==> src/rtl/uart_boot_ctrl.sv <==
// rtl/uart_boot_ctrl.sv - UART boot loader: parses a framed image into instruction memory and gates the core
module uart_boot_ctrl #(
    parameter int          ADDR_W    = 8,
    parameter int          TIMEOUT   = 100000,
    parameter logic [7:0]  SYNC_BYTE = 8'hA5
) (
    input  logic              i_clk,
    input  logic              i_rst,
    input  logic              i_rx_valid,
    input  logic [7:0]        i_rx_data,
    input  logic              i_tx_ready,
    output logic              o_tx_valid,
    output logic [7:0]        o_tx_data,
    output logic              o_imem_we,
    output logic [ADDR_W-1:0] o_imem_addr,
    output logic [31:0]       o_imem_wdata,
    output logic              o_cpu_hold,
    output logic              o_load_busy,
    output logic              o_load_error
);

    localparam logic [2:0] S_IDLE = 3'd0;
    localparam logic [2:0] S_LEN0 = 3'd1;
    localparam logic [2:0] S_LEN1 = 3'd2;
    localparam logic [2:0] S_DATA = 3'd3;
    localparam logic [2:0] S_CSUM = 3'd4;
    localparam logic [2:0] S_ACK  = 3'd5;
    localparam logic [2:0] S_RUN  = 3'd6;

    localparam logic [7:0] ACK_K = 8'h4B;
    localparam logic [7:0] ACK_E = 8'h45;
    localparam logic [7:0] ACK_L = 8'h4C;
    localparam logic [7:0] ACK_T = 8'h54;

    localparam int DEPTH = 1 << ADDR_W;
    localparam int CNT_W = $clog2(TIMEOUT + 1);

    logic [2:0]        r_state;
    logic [7:0]        r_csum;
    logic [7:0]        r_len_lo;
    logic [15:0]       r_len;
    logic [ADDR_W-1:0] r_word_idx;
    logic [1:0]        r_byte_idx;
    logic [23:0]       r_word;
    logic [CNT_W-1:0]  r_idle_cnt;

    logic [2:0]  w_next;
    logic [7:0]  w_ack_code;
    logic        w_start;
    logic [15:0] w_len;
    logic        w_in_frame;
    logic        w_timeout;

    assign w_len      = {i_rx_data, r_len_lo};
    assign w_in_frame = (r_state == S_LEN0) || (r_state == S_LEN1) ||
                        (r_state == S_DATA) || (r_state == S_CSUM);
    // A byte arriving on the expiry cycle takes priority over the timeout.
    assign w_timeout  = w_in_frame && !i_rx_valid &&
                        (r_idle_cnt == CNT_W'(TIMEOUT - 1));

    // Next-state decode and selection of the ack code for the frame being closed.
    always_comb begin
        w_next     = r_state;
        w_ack_code = ACK_K;
        w_start    = 1'b0;
        case (r_state)
            S_IDLE, S_RUN: begin
                if (i_rx_valid && i_rx_data == SYNC_BYTE) begin
                    w_next  = S_LEN0;
                    w_start = 1'b1;
                end
            end
            S_LEN0: if (i_rx_valid) w_next = S_LEN1;
            S_LEN1: begin
                if (i_rx_valid) begin
                    if (w_len == 16'd0 || 32'(w_len) > DEPTH) begin
                        w_next     = S_ACK;
                        w_ack_code = ACK_L;
                    end else begin
                        w_next = S_DATA;
                    end
                end
            end
            S_DATA: begin
                if (i_rx_valid && r_byte_idx == 2'd3 &&
                    (32'(r_word_idx) + 32'd1) == 32'(r_len))
                    w_next = S_CSUM;
            end
            S_CSUM: begin
                if (i_rx_valid) begin
                    w_next     = S_ACK;
                    w_ack_code = (i_rx_data == r_csum) ? ACK_K : ACK_E;
                end
            end
            S_ACK: begin
                if (i_tx_ready) w_next = (o_tx_data == ACK_K) ? S_RUN : S_IDLE;
            end
            default: w_next = S_IDLE;
        endcase
        if (w_timeout) begin
            w_next     = S_ACK;
            w_ack_code = ACK_T;
        end
    end

    // Frame datapath, registered outputs and state register.
    always_ff @(posedge i_clk or posedge i_rst) begin
        if (i_rst) begin
            r_state      <= S_IDLE;
            r_csum       <= 8'd0;
            r_len_lo     <= 8'd0;
            r_len        <= 16'd0;
            r_word_idx   <= '0;
            r_byte_idx   <= 2'd0;
            r_word       <= 24'd0;
            r_idle_cnt   <= '0;
            o_tx_valid   <= 1'b0;
            o_tx_data    <= 8'd0;
            o_imem_we    <= 1'b0;
            o_imem_addr  <= '0;
            o_imem_wdata <= 32'd0;
            o_cpu_hold   <= 1'b1;
            o_load_busy  <= 1'b0;
            o_load_error <= 1'b0;
        end else begin
            r_state     <= w_next;
            o_imem_we   <= 1'b0;
            o_cpu_hold  <= (w_next != S_RUN);
            o_load_busy <= (w_next != S_IDLE) && (w_next != S_RUN);

            if (i_rx_valid || !w_in_frame)
                r_idle_cnt <= '0;
            else
                r_idle_cnt <= r_idle_cnt + 1'b1;

            if (w_start) begin
                r_csum       <= 8'd0;
                r_byte_idx   <= 2'd0;
                r_word_idx   <= '0;
                o_load_error <= 1'b0;
            end

            if (i_rx_valid) begin
                case (r_state)
                    S_LEN0: begin
                        r_len_lo <= i_rx_data;
                        r_csum   <= r_csum ^ i_rx_data;
                    end
                    S_LEN1: begin
                        r_len  <= w_len;
                        r_csum <= r_csum ^ i_rx_data;
                    end
                    S_DATA: begin
                        // Little-endian: bytes shift in from the top so byte0 ends up in [7:0].
                        r_csum     <= r_csum ^ i_rx_data;
                        r_byte_idx <= r_byte_idx + 2'd1;
                        r_word     <= {i_rx_data, r_word[23:8]};
                        if (r_byte_idx == 2'd3) begin
                            o_imem_we    <= 1'b1;
                            o_imem_addr  <= r_word_idx;
                            o_imem_wdata <= {i_rx_data, r_word};
                            r_word_idx   <= r_word_idx + 1'b1;
                        end
                    end
                    default: ;
                endcase
            end

            if (w_next == S_ACK && r_state != S_ACK) begin
                o_tx_valid <= 1'b1;
                o_tx_data  <= w_ack_code;
            end

            if (r_state == S_ACK && i_tx_ready) begin
                o_tx_valid <= 1'b0;
                if (o_tx_data != ACK_K) o_load_error <= 1'b1;
            end
        end
    end

endmodule

==> config.mk <==
export PLATFORM = sky130hd
export DESIGN_NAME = uart_boot_ctrl
export DESIGN_NICKNAME = d
export VERILOG_FILES = /design/src/rtl/uart_boot_ctrl.sv
export SDC_FILE = /design/constraint.sdc
export NUM_CORES = 1
export LEC_CHECK = 0
export BUFFER_PORTS_ARGS = -buffer_cell sky130_fd_sc_hd__buf_2
export CAP_MARGIN = 20
export CELL_PAD_IN_SITES_DETAIL_PLACEMENT = 2
export CELL_PAD_IN_SITES_GLOBAL_PLACEMENT = 2
export CORE_UTILIZATION = 25
export CTS_BUF_LIST = sky130_fd_sc_hd__clkbuf_8 sky130_fd_sc_hd__clkbuf_16
export CTS_CLUSTER_SIZE = 12
export DETAILED_ROUTE_END_ITERATION = 7
export PLACE_DENSITY = 0.62
export REMOVE_ABC_BUFFERS = 1
export SYNTH_ARGS = -nofsm -noshare
export SYNTH_HDL_FRONTEND = slang
export SYNTH_SLANG_ARGS = --single-unit
==> constraint.sdc <==
create_clock -name i_clk -period 5 [get_ports i_clk]
set_clock_uncertainty 0.05 [all_clocks]
set_input_delay 1 -clock i_clk [delete_from_list [all_inputs] [get_ports i_clk]]
set_output_delay 1 -clock i_clk [all_outputs]
set_load 0.02 [all_outputs]
==> results.md <==
- The run finished with clean final reports.
- The count of warnings emitted by yosys is 0.
- In the final design database the tool counted 656 nets.
- The type of element capturing the critical path is a flip-flop.
- The transition at the pin with the smallest max-transition slack is 996 ps.
- The first TritonRoute pass finished after 4 iterations.
- The worst voltage drop across the vdd grid is 0.234 mV.
- The detailed-route vias per instance is 4.53.
- The post-cts repair resize count is 0.
- The summed area of non-filler cells in the final layout is 7200 um^2.
- The number of antenna violations at the first check in global routing was 0.
- Relative to the synthesized area, the layout overhead comes to 19.2%.
- Setup violations remaining at the end of the flow were counted as 0.
- At the end of routability-driven placement, the weighted congestion stood at 0.778.
- The maximum number of pins on one net before global-route repair is 62.
- Buffers placed on the I/O ports in this run total 62.
- The final period utilization is 67.7%.
- The sum of overflow across all layers after global routing is 0.
- Setup repair after global routing left no endpoint under its margin.
- The worst register-to-register path ends at o_tx_data[6].
- Detailed placement finished with a half-perimeter wire length of 11000 um.
- The die covers 24800 um^2.
- The setup slack after placement is 1190 ps.
- The reported leakage power is 3.42 nW.
- The fraction of final layout cells sized beyond drive strength 1 is 23.7%.
- The critical path in this run is classified as primary input to flip-flop.
- The most used flip-flop cell after synthesis is sky130_fd_sc_hd__dfrtp_1.
- In the synthesized netlist the async set-or-reset flop fraction comes to 100%.
- In this run the horizontal extent of the chip is 157 um.
- The launching element type of the critical path is a primary input.
- The standard cell core area is 23600 um^2.
- The number of slew-limit violations in the final report is 0.
- The count of hold buffers inserted by post-cts repair is 0.
- The longest clock path from root to sink contains 2 buffers.
- The clock tree root driver cell is sky130_fd_sc_hd__clkbuf_16.
- The via count of the first global-routing pass is 5029.
- The count of buffering cells on the critical path with inverters included is 2.
- The CTS clock-pin slew for the worst setup and hold paths is 60 ps.
- Leaving out fill and tap cells, the most frequent cell in the layout is sky130_fd_sc_hd__nand2_1.
- The filler-free cell count of the finished design is 973.
- Clock latency on the worst-skew pair, taken at its later pin, is 430 ps.
- The placed cell count is 941.
- The final antenna diode count is 0.
- After synthesis, the netlist uses 53 different library cells.
- The height of the die is 157 um.
- The floorplan has 56 rows.
- For the worst setup path, the data required time is 5250 ps.
- The final worst setup slack is 1610 ps.
- For this run, design rule violations remaining after detail routing come to 0.
- The number of enable-type register cells in the synthesized netlist is 0.
- The startpoint identified for the worst hold timing path is r_word[2].
- Traced cell by cell, the critical path runs through buf_2, or4_4, or4_1, or3b_1, a221o_1, a31oi_2, inv_2, and3_4, or2_1.
- The routed layout has 4408 vias.
- The tightest hold path in the finished design has a slack of 412 ps.
- The overall power is 4.09 mW.
- The type of the worst min-delay path is flip-flop to flip-flop.
- In this run the tightest slew margin relative to its limit is 33.1%.
- The timing startpoint of the critical path is i_rx_data[1].
- Synthesis handed over a netlist of 585 instances.
- Synthesis inferred 137 register bits.
- TritonCTS built the clock tree.
- The slack of the worst reg-to-reg path is 1810 ps.
- At the worst endpoint, the arrival time is 3640 ps.
- The placed instances occupy a cell area of 6660 um^2.
- The global-route wire length before repair is 26800 um.
- Once the clock tree was built, the setup fixing pass inserted 0 buffers.
- The proportion of synthesized chip area in sequential cells is 56.8%.
- The number of cells on the worst reg-to-reg path is 9.
- In the final routed layout, each cell accounts on average for 16.6 um.
- The longest individual stage delay on the worst path is 580 ps.
- The worst-path maximum fanout is 7.
- The launch instance of the worst register-to-register path is r_word_idx[0].
- The setup TNS is 0 ps.
- The deepest level of the CTS H-tree is 4.
- Clock tree synthesis inserted a total of 17 buffers.
- The number of hold violations in the final report is 0.
- The total length of routed wires is 16100 um.
- The tree built by TritonCTS fans out to 137 sinks.
- The iteration-0 DRC count of the detailed router is 114.
- The cell with the largest stage delay on the worst path is sky130_fd_sc_hd__or4_4.
- The average instance area after synthesis is 10.3 um^2.
- For this run, the top clock speed supported by timing is 295 MHz.
- The synthesized area is 6040 um^2.
- Cells fill 30.5% of the core in the end.
- The initial cell density of the core is 25.6%.
- In this run the power density over the cells is 567 nW/um^2.
- In this design, the largest share of critical-path delay is due to simple AND/OR/NAND/NOR gates.
- In the layout the commonest cells are 157 x sky130_fd_sc_hd__nand2_1, 136 x sky130_fd_sc_hd__dfrtp_1, 62 x sky130_fd_sc_hd__buf_2, 48 x sky130_fd_sc_hd__mux2_2, 31 x sky130_fd_sc_hd__nor2_1.
- In this run the number of cells on the critical path is 9.
- For the finished layout, the period the worst path requires is 3390 ps.
- Along the worst hold path, the cell count comes to 2.
- For hold timing, the worst endpoint is o_imem_wdata[2].
- Max-cap violations in this run came to 0.
- The I/O pin count is 65.
- Global routing used 14.1% of the available tracks across all layers.
- The number of nets still failing antenna checks after routing is 0.
[sequential cells by signal, summed over array words and instances (netlist names)]
signal        count
o_load_busy       1
o_load_error      1
r_idle_cnt       17
o_imem_we         1
r_byte_idx        2
r_len            16
o_imem_wdata     32
r_len_lo          8
r_state           3
o_cpu_hold        1
o_tx_valid        1
o_tx_data         6
r_word_idx        8
o_imem_addr       8
r_word           24
r_csum            8
[cells in the mapped netlist (all sizes together) (4+ instances only)]
master	instances	area share, %
xnor2	22	3.2
mux2	48	9.0
nand2	157	9.8
o21ai	19	1.6
nand3	20	1.7
clkbuf	19	1.2
nor3	12	0.99
nand4	8	0.83
and3	7	0.81
nor2	31	1.9
buf	11	0.97
or3	6	0.62
xor2	21	3.0
dfrtp	136	56
a21oi	4	0.33
inv	15	0.93
nor4	4	0.41
nor2b	5	0.52
or4	5	0.68
[cell type report]
class / instances / area [um^2]
multi-input cells: 404 / 2430
clock buffers: 17 / 425
inverters: 15 / 61.3
clock inverters: 15 / 116
repair buffers: 66 / 340
flip-flops and latches: 137 / 3430
well taps: 319 / 399
fillers: 2667 / 16400
[worst max path at each step]
stage | slack, ps | end
floorplan | 280 | o_imem_addr[0]
global placement | 1270 | o_tx_data[6]
detailed placement | 1190 | o_tx_data[6]
CTS | 1620 | o_tx_data[6]
global route | 1540 | o_tx_data[6]
finish | 1610 | o_tx_data[6]
[power breakdown]
part	switching [mW]	internal, mW	leakage, nW
Sequential	0.299	1.49	1.76
Combinational	0.631	0.500	1.39
Clock	0.528	0.643	0.272
Total	1.46	2.63	3.42
[worst reg2reg max path: cells and delay by family, from the launching register on]
kind	cells	cell delay, ps
simple gates	6	1840
compound gates	1	230
fa+ha+maj	1	320
xor+xnor	1	130
flops	1	490
[cell families after synthesis]
| kind of cell | Yosys count | share of synthesized area (%) |
|---|---|---|
| AND/OR/NAND/NOR | 265 | 19.5 |
| flip-flops | 137 | 56.8 |
| multiplexers | 49 | 9.12 |
| buffers and inverters | 45 | 3.13 |
| XOR/XNOR | 43 | 6.24 |
| AO/OA/AOI/OAI | 42 | 4.58 |
| adder cells (fa/ha/maj) | 3 | 0.622 |
| other | 1 | 0.0621 |
[layer usage]
layer  up-vias  global-route usage, %  share of wire [%]
met3        14                   3.25                2.7
met2        54                   24.5                 51
li1       2049                      -                  -
met1      2291                   17.2                 46
met4         0                   4.39               0.96
met5         -                      0                  0
Note: power is estimated with default switching activity, not from simulation.
